[src/rtl/audio_mixer_if.sv]
// audio_mixer_if: groups the mixer's sample-request, channel-data and status
// signals into one bundle.
//   master : sound-source / core side. Drives the strobe, channel data and
//            gains/routing, and reads back the mixed outputs and status.
//   slave  : the mixer itself.
// Signals:
//   sample_stb, clr_flags        request a mix / clear the sticky overrun flag
//   ch_l_in, ch_r_in             packed unsigned samples, channel i at [i*IN_W +: IN_W]
//   ch_gain                      packed per-channel gains, GAIN_FRAC fractional bits
//   ch_route                     packed 2-bit routing per channel (00 both, 01 L, 10 R, 11 mute)
//   AUDIO_L, AUDIO_R             saturated mix outputs
//   out_valid, busy              output update pulse / mix in progress
//   clip_l, clip_r, overrun      status flags
interface audio_mixer_if #(
  parameter int NUM_CH = 4,
  parameter int IN_W   = 16,
  parameter int GAIN_W = 5,
  parameter int OUT_W  = 16
);
  logic                     sample_stb;
  logic                     clr_flags;
  logic [NUM_CH*IN_W-1:0]   ch_l_in;
  logic [NUM_CH*IN_W-1:0]   ch_r_in;
  logic [NUM_CH*GAIN_W-1:0] ch_gain;
  logic [NUM_CH*2-1:0]      ch_route;
  logic [OUT_W-1:0]         AUDIO_L;
  logic [OUT_W-1:0]         AUDIO_R;
  logic                     out_valid;
  logic                     busy;
  logic                     clip_l;
  logic                     clip_r;
  logic                     overrun;

  modport master (
    output sample_stb, clr_flags, ch_l_in, ch_r_in, ch_gain, ch_route,
    input  AUDIO_L, AUDIO_R, out_valid, busy, clip_l, clip_r, overrun
  );

  modport slave (
    input  sample_stb, clr_flags, ch_l_in, ch_r_in, ch_gain, ch_route,
    output AUDIO_L, AUDIO_R, out_valid, busy, clip_l, clip_r, overrun
  );
endinterface

[src/rtl/audio_mixer.sv]
// audio_mixer: time-multiplexed stereo mixer. On a strobe it snapshots all
// channel samples, gains and routes, accumulates one channel per clock into
// wide left/right accumulators, then drops the gain fraction and saturates
// to OUT_W bits. Latency is NUM_CH+1 clocks from the accepting edge.
// Ports:
//   clk_sys  system clock
//   reset    synchronous, active-high
//   bus      audio_mixer_if slave modport (strobe, channel data, outputs, flags)
module audio_mixer #(
  parameter int NUM_CH    = 4,
  parameter int IN_W      = 16,
  parameter int GAIN_W    = 5,
  parameter int GAIN_FRAC = 4,
  parameter int OUT_W     = 16
) (
  input  logic          clk_sys,
  input  logic          reset,
  audio_mixer_if.slave  bus
);

  localparam int PROD_W = IN_W + GAIN_W;
  localparam int ACC_W  = PROD_W + $clog2(NUM_CH + 1);
  localparam int SAT_W  = ACC_W + OUT_W;
  localparam int IDX_W  = (NUM_CH > 1) ? $clog2(NUM_CH) : 1;
  localparam logic [IDX_W-1:0] LAST_IDX = IDX_W'(NUM_CH - 1);

  typedef enum logic [1:0] {S_IDLE, S_ACC, S_SAT} state_t;

  // Drop the gain fraction (truncating) and clamp to full scale.
  // Returns {clip, value}. Done in a width that always has headroom above
  // OUT_W so the overflow test works for any parameter combination.
  function automatic logic [OUT_W:0] saturate(input logic [ACC_W-1:0] acc);
    logic [SAT_W-1:0] s;
    s = SAT_W'(acc) >> GAIN_FRAC;
    if (|(s >> OUT_W)) saturate = {1'b1, {OUT_W{1'b1}}};
    else               saturate = {1'b0, s[OUT_W-1:0]};
  endfunction

  state_t            state;
  logic [IDX_W-1:0]  idx;

  logic [IN_W-1:0]   snap_l_p0  [NUM_CH];
  logic [IN_W-1:0]   snap_r_p0  [NUM_CH];
  logic [GAIN_W-1:0] snap_g_p0  [NUM_CH];
  logic [1:0]        snap_rt_p0 [NUM_CH];

  logic [PROD_W-1:0] prod_l, prod_r;
  logic [ACC_W-1:0]  add_l, add_r;
  logic [ACC_W-1:0]  acc_l_p1, acc_r_p1;

  logic [OUT_W-1:0]  audio_l_p2, audio_r_p2;
  logic              clip_l_p2, clip_r_p2;
  logic              vld_p2;
  logic              busy_q;
  logic              overrun_q;

  logic              accept;
  logic              drop;

  assign accept = (state == S_IDLE) && bus.sample_stb;
  assign drop   = (state != S_IDLE) && bus.sample_stb;

  // ---- stage p0: snapshot of all channel inputs on an accepted strobe ----
  always_ff @(posedge clk_sys) begin
    if (accept) begin
      for (int i = 0; i < NUM_CH; i++) begin
        snap_l_p0[i]  <= bus.ch_l_in[i*IN_W +: IN_W];
        snap_r_p0[i]  <= bus.ch_r_in[i*IN_W +: IN_W];
        snap_g_p0[i]  <= bus.ch_gain[i*GAIN_W +: GAIN_W];
        snap_rt_p0[i] <= bus.ch_route[i*2 +: 2];
      end
    end
  end

  // ---- stage p1: one channel per clock, gated by its route bits ----
  // route bit 1 set removes the channel from the left sum, bit 0 from the right.
  always_comb begin
    prod_l = PROD_W'(snap_l_p0[idx]) * PROD_W'(snap_g_p0[idx]);
    prod_r = PROD_W'(snap_r_p0[idx]) * PROD_W'(snap_g_p0[idx]);
    add_l  = snap_rt_p0[idx][1] ? '0 : ACC_W'(prod_l);
    add_r  = snap_rt_p0[idx][0] ? '0 : ACC_W'(prod_r);
  end

  always_ff @(posedge clk_sys) begin
    if (accept) begin
      acc_l_p1 <= '0;
      acc_r_p1 <= '0;
    end else if (state == S_ACC) begin
      acc_l_p1 <= acc_l_p1 + add_l;
      acc_r_p1 <= acc_r_p1 + add_r;
    end
  end

  // ---- stage p2: sequencing, saturation and registered outputs ----
  always_ff @(posedge clk_sys) begin
    if (reset) begin
      state      <= S_IDLE;
      idx        <= '0;
      audio_l_p2 <= '0;
      audio_r_p2 <= '0;
      clip_l_p2  <= 1'b0;
      clip_r_p2  <= 1'b0;
      vld_p2     <= 1'b0;
      busy_q     <= 1'b0;
      overrun_q  <= 1'b0;
    end else begin
      vld_p2 <= 1'b0;

      // A dropped strobe beats a simultaneous clear.
      if (drop)               overrun_q <= 1'b1;
      else if (bus.clr_flags) overrun_q <= 1'b0;

      case (state)
        S_IDLE: begin
          if (bus.sample_stb) begin
            state  <= S_ACC;
            idx    <= '0;
            busy_q <= 1'b1;
          end
        end
        S_ACC: begin
          idx <= idx + IDX_W'(1);
          if (idx == LAST_IDX) state <= S_SAT;
        end
        S_SAT: begin
          {clip_l_p2, audio_l_p2} <= saturate(acc_l_p1);
          {clip_r_p2, audio_r_p2} <= saturate(acc_r_p1);
          vld_p2 <= 1'b1;
          busy_q <= 1'b0;
          state  <= S_IDLE;
        end
        default: state <= S_IDLE;
      endcase
    end
  end

  assign bus.AUDIO_L   = audio_l_p2;
  assign bus.AUDIO_R   = audio_r_p2;
  assign bus.clip_l    = clip_l_p2;
  assign bus.clip_r    = clip_r_p2;
  assign bus.out_valid = vld_p2;
  assign bus.busy      = busy_q;
  assign bus.overrun   = overrun_q;

endmodule

[src/flat_wrapper.sv]
// flat-port wrapper written by rule: the top's interface ports become plain ports
module audio_mixer_flat 
#(
  parameter int NUM_CH    = 4,
  parameter int IN_W      = 16,
  parameter int GAIN_W    = 5,
  parameter int GAIN_FRAC = 4,
  parameter int OUT_W     = 16
)
  (clk_sys, reset, bus_sample_stb, bus_clr_flags, bus_ch_l_in, bus_ch_r_in, bus_ch_gain, bus_ch_route, bus_AUDIO_L, bus_AUDIO_R, bus_out_valid, bus_busy, bus_clip_l, bus_clip_r, bus_overrun);
  audio_mixer_if #(.NUM_CH(NUM_CH), .IN_W(IN_W), .GAIN_W(GAIN_W), .OUT_W(OUT_W)) bus_i ();
  input  logic clk_sys;
  input  logic reset;
  input wire logic [$bits(bus_i.sample_stb)-1:0] bus_sample_stb;
  input wire logic [$bits(bus_i.clr_flags)-1:0] bus_clr_flags;
  input wire logic [$bits(bus_i.ch_l_in)-1:0] bus_ch_l_in;
  input wire logic [$bits(bus_i.ch_r_in)-1:0] bus_ch_r_in;
  input wire logic [$bits(bus_i.ch_gain)-1:0] bus_ch_gain;
  input wire logic [$bits(bus_i.ch_route)-1:0] bus_ch_route;
  output wire logic [$bits(bus_i.AUDIO_L)-1:0] bus_AUDIO_L;
  output wire logic [$bits(bus_i.AUDIO_R)-1:0] bus_AUDIO_R;
  output wire logic [$bits(bus_i.out_valid)-1:0] bus_out_valid;
  output wire logic [$bits(bus_i.busy)-1:0] bus_busy;
  output wire logic [$bits(bus_i.clip_l)-1:0] bus_clip_l;
  output wire logic [$bits(bus_i.clip_r)-1:0] bus_clip_r;
  output wire logic [$bits(bus_i.overrun)-1:0] bus_overrun;
  assign bus_i.sample_stb = bus_sample_stb;
  assign bus_i.clr_flags = bus_clr_flags;
  assign bus_i.ch_l_in = bus_ch_l_in;
  assign bus_i.ch_r_in = bus_ch_r_in;
  assign bus_i.ch_gain = bus_ch_gain;
  assign bus_i.ch_route = bus_ch_route;
  assign bus_AUDIO_L = bus_i.AUDIO_L;
  assign bus_AUDIO_R = bus_i.AUDIO_R;
  assign bus_out_valid = bus_i.out_valid;
  assign bus_busy = bus_i.busy;
  assign bus_clip_l = bus_i.clip_l;
  assign bus_clip_r = bus_i.clip_r;
  assign bus_overrun = bus_i.overrun;
  audio_mixer #(.NUM_CH(NUM_CH), .IN_W(IN_W), .GAIN_W(GAIN_W), .GAIN_FRAC(GAIN_FRAC), .OUT_W(OUT_W)) u_core (.clk_sys(clk_sys), .reset(reset), .bus(bus_i));
endmodule
[config.mk]
export PLATFORM = sky130hd
export DESIGN_NAME = audio_mixer_flat
export DESIGN_NICKNAME = d
export VERILOG_FILES = /design/src/rtl/audio_mixer_if.sv /design/src/rtl/audio_mixer.sv /design/src/flat_wrapper.sv
export SDC_FILE = /design/constraint.sdc
export NUM_CORES = 1
export LEC_CHECK = 0
export BUFFER_PORTS_ARGS = -buffer_cell sky130_fd_sc_hd__buf_2
export CAP_MARGIN = 25
export CELL_PAD_IN_SITES_DETAIL_PLACEMENT = 2
export CELL_PAD_IN_SITES_GLOBAL_PLACEMENT = 2
export CORE_UTILIZATION = 30
export DETAILED_ROUTE_END_ITERATION = 7
export GPL_TIMING_DRIVEN = 0
export PLACE_DENSITY_LB_ADDON = 0.1
export SLEW_MARGIN = 20
export SYNTH_ARGS = -nofsm -noshare
export SYNTH_HDL_FRONTEND = slang
export SYNTH_SLANG_ARGS = --single-unit
export TNS_END_PERCENT = 100
[constraint.sdc]
create_clock -name clk_sys -period 6.1 [get_ports clk_sys]
set_input_delay 1.22 -clock clk_sys [delete_from_list [all_inputs] [get_ports clk_sys]]
set_output_delay 1.22 -clock clk_sys [all_outputs]
set_load 0.01 [all_outputs]
### Word-level counts from Yosys, hierarchy flattened

Memories as Yosys holds them, arrays and structs flattened. A register that Yosys moved wholly into a read port is not among the register bits.
Cells that the tools add are included.

* flip-flop bits (word level): 89
* RAM bits: 156
* input bits: 160
* logic and storage cells: 61
* memories: 4

Memories
* u_core.snap_l_p0: depth 4, width 16, rd ports 1, clocked after Yosys merged registers in 1, wr ports 4, line audio_mixer.sv:42 `logic [IN_W-1:0] snap_l_p0 [NUM_CH];`
* u_core.snap_r_p0: depth 4, width 16, rd ports 1, clocked after Yosys merged registers in 1, wr ports 4, line audio_mixer.sv:43 `logic [IN_W-1:0] snap_r_p0 [NUM_CH];`
* u_core.snap_g_p0: depth 4, width 5, rd ports 1, clocked after Yosys merged registers in 1, wr ports 4, line audio_mixer.sv:44 `logic [GAIN_W-1:0] snap_g_p0 [NUM_CH];`
* u_core.snap_rt_p0: depth 4, width 2, rd ports 1, clocked after Yosys merged registers in 1, wr ports 4, line audio_mixer.sv:45 `logic [1:0] snap_rt_p0 [NUM_CH];`

* add/subtract/negate cells: 3
* $mul: 2
* equality and inequality tests: 5
* mux-type cells: 24
* reductions and logical operators: 12

Operators by type and width (number)
* 24-bit adder: 2
* 16-bit by 5-bit multiplier with 21-bit output: 2
* 21-bit two-way mux: 2
* 17-bit two-way mux: 2
* 2-bit two-way mux: 11
* 2-bit one-hot mux with 2 select lines: 2
* 2-bit nonzero test: 4
* 4-bit OR reduction: 2
* 1-bit two-way mux: 6
* 2-bit AND reduction: 3
* 2-bit equality test (second input constant): 2
* 2-bit != test (second input constant): 2
* 2-bit by 1-bit adder with 2-bit output (second input constant): 1
* 2-bit by 1-bit equality test with 1-bit output (second input constant): 1
* 1-bit logical AND: 2
* 2-bit zero test: 1
* 1-bit one-hot mux with 2 select lines: 1

### Logic depth before layout (Yosys ltp)

* depth after elaboration: 5
* mapped depth: 27
* gate-level depth less buffers: 24

### Least setup slack after synthesis

OpenSTA, ideal clock, no wires.

* path kind: register -> register
* start: register (tool-made name)
* end: register u_core.acc_l_p1[22]
* library setup time: 0.346 ns
* arrival time: 6.146 ns
* required time: 5.754 ns
* setup slack: -0.391 ns
* stages on the path, launching flop included: 27
* clock period less this slack: 6.491 ns
* cell sequence: dfxtp_1 -> buf_2 -> buf_2 -> mux4_2 -> and2_1 -> fa_1 -> fa_1 -> inv_1 -> fa_1 -> inv_1 -> ha_1 -> o211ai_1 -> o21ai_0 -> o2111ai_1 -> a21oi_1 -> nor2_1 -> xnor2_1 -> nor2_1 -> ha_1 -> buf_2 -> nand2_1 -> o21ai_0 -> a41o_1 -> o31ai_2 -> o41ai_2 -> xnor2_1 -> nor2_1

RTL lines
* end signal, assigned: line audio_mixer.sv:89 `acc_l_p1 <= acc_l_p1 + add_l;`
* end, declared: line audio_mixer.sv:49 `logic [ACC_W-1:0] acc_l_p1, acc_r_p1;`

==> results.py <==
metrics = {
    "outcome": {
        "outcome": "finished with violations",
        "violations": "setup timing",
    },
    "run": {
        "maxCapViolCount": 0,
    },
    "power_and_ir_drop": {
        "power_leakage_uw": 0.00876,
        "power_density_nw_per_um2": 486,
        "p_total_uw": 10300,
        "peakVddDrop_mv": 0.283,
    },
    "floorplanning": {
        "die_h_um": 233,
        "core_area_um2": 52700,
        "die_width_um": 233,
        "pin_count": 197,
        "dieArea_um2": 54400,
        "initial_core_util": 0.305,
        "rows": 84,
    },
    "route": {
        "vias_per_cell": 4.85,
        "vias": 12500,
        "post_drt_wl_per_cell_um": 20.0,
        "dr_wl_met2_um": 24300,
        "ant_nets": 0,
        "route.final.wire_length_um": 51500,
        "drt_first_pass_iters": 4,
        "m1WireLength_um": 23700,
        "top_layer": "met5",
        "drt_iter0_drc": 320,
        "wl_met3_um": 2390,
        "drc": 0,
    },
    "yosys": {
        "synth.avg_cell_area_um2": 10.5,
        "syn_nets": 1879,
        "ys.flop_type": "edfxtp_1",
        "synthArstFlopShare": 0,
        "ys_seq_elements": 247,
        "synth-edff-count": 156,
        "syn-instance-count": 1532,
        "ys_seq_area_frac": 0.406,
        "synth_area_um2": 16000,
        "synth.distinct_cells": 71,
        "yosysWarnings": 0,
    },
    "critical_path": {
        "cpPeakStageDelay_ps": 630,
        "crit_top_cell": "fa_1",
        "crit_arrival_ps": 6620,
        "critPathSlowestCell": "mux4_2",
        "rrSetupSlack_ps": -90,
        "cp_num_buf_inv": 5,
        "startpoint_type": "flip-flop",
        "cp-end-kind": "flip-flop",
        "cp.required_ps": 6530,
        "timing.rr.end": "u_core.acc_l_p1[20]",
        "worstPathMaxFanout": 8,
        "crit_type": "reg2reg",
        "cpLargestDelayFamily": "adder cells",
        "reg2reg_depth": 26,
    },
    "sta": {
        "finClkSkew_ps": 63.3,
        "worst_pin_slew_ps": 735,
        "hold_viol_final": 0,
        "period_share": 1.02,
        "worst_slack_ps": -92.4,
        "rsz0062_at_grt": "true",
        "slew_headroom": 0.505,
        "setup_violations": 8,
        "drv_slew": 0,
        "fin_crit_ps": 6190,
        "timing.fmax_ghz": 0.161,
    },
    "hold_path": {
        "hp-start": "u_core.acc_l_p1[0]",
        "min_path_cells": 2,
        "hold_end": "u_core.acc_l_p1[0]",
        "hold_class": "reg2reg",
    },
    "place": {
        "placed_cell_area_um2": 17900,
        "dpl.cell_count": 2416,
        "port_buffers": 195,
        "post-dp-hpwl_um": 38800,
        "place.gp.congestion": 0.785,
        "pre_cts_ws_ps": -1450,
    },
    "clocking": {
        "clk_pin_slew_ps": 60,
        "clock-sinks": 247,
        "clk-insertion-delay-late_ps": 610,
        "cts_buffers": 30,
        "clockRootBuffer": "clkbuf_16",
        "cts_tree": "yes",
        "htreeDepth": 1,
        "clk_path_buf_depth": 3,
    },
    "finish": {
        "final_cell_count_no_fill": 2570,
        "layout.nets": 2201,
        "design_area_um2": 21100,
        "drive_above_1_share": 0.329,
        "area_growth_pct": 31.5,
        "fin_util": 0.401,
    },
    "global_route": {
        "grt_pass1_wl_um": 78800,
        "grt_use_total": 0.188,
        "grt_max_degree": 86,
        "grt_pass1_vias": 13700,
        "antenna_found_initial": 18,
        "gr-total-overflow": 0,
    },
}
Yosys cell counts (3+ instances only):
| library cell | instances | area (um2) |
|---|---|---|
| ha_1 | 101 | 1260 |
| mux4_2 | 39 | 878 |
| inv_1 | 142 | 533 |
| o21ai_1 | 6 | 30.0 |
| edfxtp_1 | 156 | 4680 |
| o21ai_0 | 47 | 235 |
| xnor2_1 | 28 | 245 |
| nand2_1 | 172 | 646 |
| mux2i_1 | 3 | 30.0 |
| nor3_1 | 29 | 145 |
| clkbuf_1 | 51 | 191 |
| a211o_1 | 4 | 35.0 |
| nor2b_1 | 9 | 56.3 |
| buf_2 | 9 | 45.0 |
| a21o_1 | 36 | 270 |
| o211ai_1 | 12 | 90.1 |
| xor2_1 | 27 | 236 |
| nor2_1 | 104 | 390 |
| and3_1 | 9 | 56.3 |
| a21oi_1 | 86 | 430 |
| and2_1 | 103 | 644 |
| nand3_1 | 23 | 115 |
| o21a_1 | 7 | 52.6 |
| o31ai_1 | 8 | 60.1 |
| dfxtp_1 | 91 | 1820 |
| o2111ai_1 | 4 | 35.0 |
| nand2b_1 | 20 | 125 |
| o21bai_1 | 10 | 75.1 |
| nand4_1 | 12 | 75.1 |
| a211oi_1 | 12 | 90.1 |
| fa_1 | 86 | 1720 |
| nor3b_1 | 5 | 37.5 |
| buf_1 | 8 | 30.0 |
| a31oi_1 | 29 | 181 |
power breakdown:
part	switching, uW	leakage (uW)	internal (uW)
clock network	734	0.000445	959
registers	154	0.00224	1960
logic	3460	0.00608	2990
total	4340	0.00876	5910
registers in the layout (all words and copies together), names as in the netlist, named ones only:
name	flops
u_core.snap_r_p0	64
u_core.bus.AUDIO_R	16
u_core.bus.clip_r	1
u_core.snap_g_p0	20
u_core.acc_r_p1	24
u_core.idx	2
u_core.bus.overrun	1
u_core.bus.AUDIO_L	16
u_core.state	2
u_core.bus.busy	1
u_core.acc_l_p1	24
u_core.snap_rt_p0	8
u_core.bus.clip_l	1
u_core.snap_l_p0	64
u_core.bus.out_valid	1
layout make-up:
type,instances,area (um2)
fillers,5560,31600
multi-input cells,1075,9960
flip-flops and latches,247,6510
repair buffers,300,1860
well taps,688,861
clock buffers,39,795
inverters,142,533
plain buffers,58,432
clock inverters,13,120
diodes,8,20.0
routing by layer:
metal  up-vias  global-route usage
met5         -                   0
met4        14              0.0351
met3        67              0.0389
met2       232               0.313
met1      6165               0.251
li1       5999                   -
per-stage QoR:
stage / hold WS [ps] / TNS (ps)
final: 462 / -392
after global routing: 485 / -5290
after CTS: 463 / -219
after detailed placement: 454 / -27350
after global placement: 445 / -327110
after floorplan: 435 / -68.3
worst reg2reg max path, delay by kind of cell, from the launching register on:
family                   cells  cell delay (ps)
buffers and inverters        5              590
flip-flops                   1              380
AND/OR/NAND/NOR              2              270
multiplexers                 1              630
adder cells (fa/ha/maj)      5             1970
AO/OA/AOI/OAI               11             1810
XOR/XNOR                     2              400
layout by cell type, fill, tap and decap left out, drive strengths merged, types with 12 or more instances in the layout:
cell,Yosys,routed
a211oi,13,13
a21o,36,36
a21oi,88,88
a31oi,29,29
and2,103,103
buf,17,316
clkbuf,51,81
dfxtp,91,91
edfxtp,156,156
fa,86,86
ha,101,101
inv,142,145
mux4,39,39
nand2,172,172
nand2b,20,20
nand3,23,23
nand4,12,12
nor2,104,104
nor3,29,29
o211ai,14,14
o21ai,53,53
xnor2,28,28
xor2,27,27
what timing repair did:
| action | 4_1_cts | 5_1_grt |
|---|---|---|
| hold buffers | 0 | 0 |
| resized for setup | 192 | 127 |
| pin swaps | 84 | 102 |
| gates cloned | 2 | 0 |
| setup buffers | 46 | 57 |
| endpoints found under the setup margin | 33 | 24 |
logic make-up after synthesis:
| group | synth area share |
|---|---|
| multiplexers | 0.0573 |
| AO/OA/AOI/OAI | 0.123 |
| buffers and inverters | 0.0499 |
| XOR/XNOR | 0.0300 |
| flip-flops | 0.406 |
| AND/OR/NAND/NOR | 0.148 |
| adder cells (fa/ha/maj) | 0.186 |
worst max path at each step:
stage	to	depth (start not counted)	slack, ps
2_1_floorplan	u_core.acc_r_p1[22]	26	-40
3_3_place_gp	u_core.snap_r_p0[1][9]	4	-1870
3_5_place_dp	u_core.acc_l_p1[18]	24	-1450
4_1_cts	u_core.acc_r_p1[22]	25	-90
5_1_grt	u_core.acc_r_p1[22]	25	-430
6_report	u_core.acc_l_p1[20]	26	-90
(Power assumes the default switching activity.)
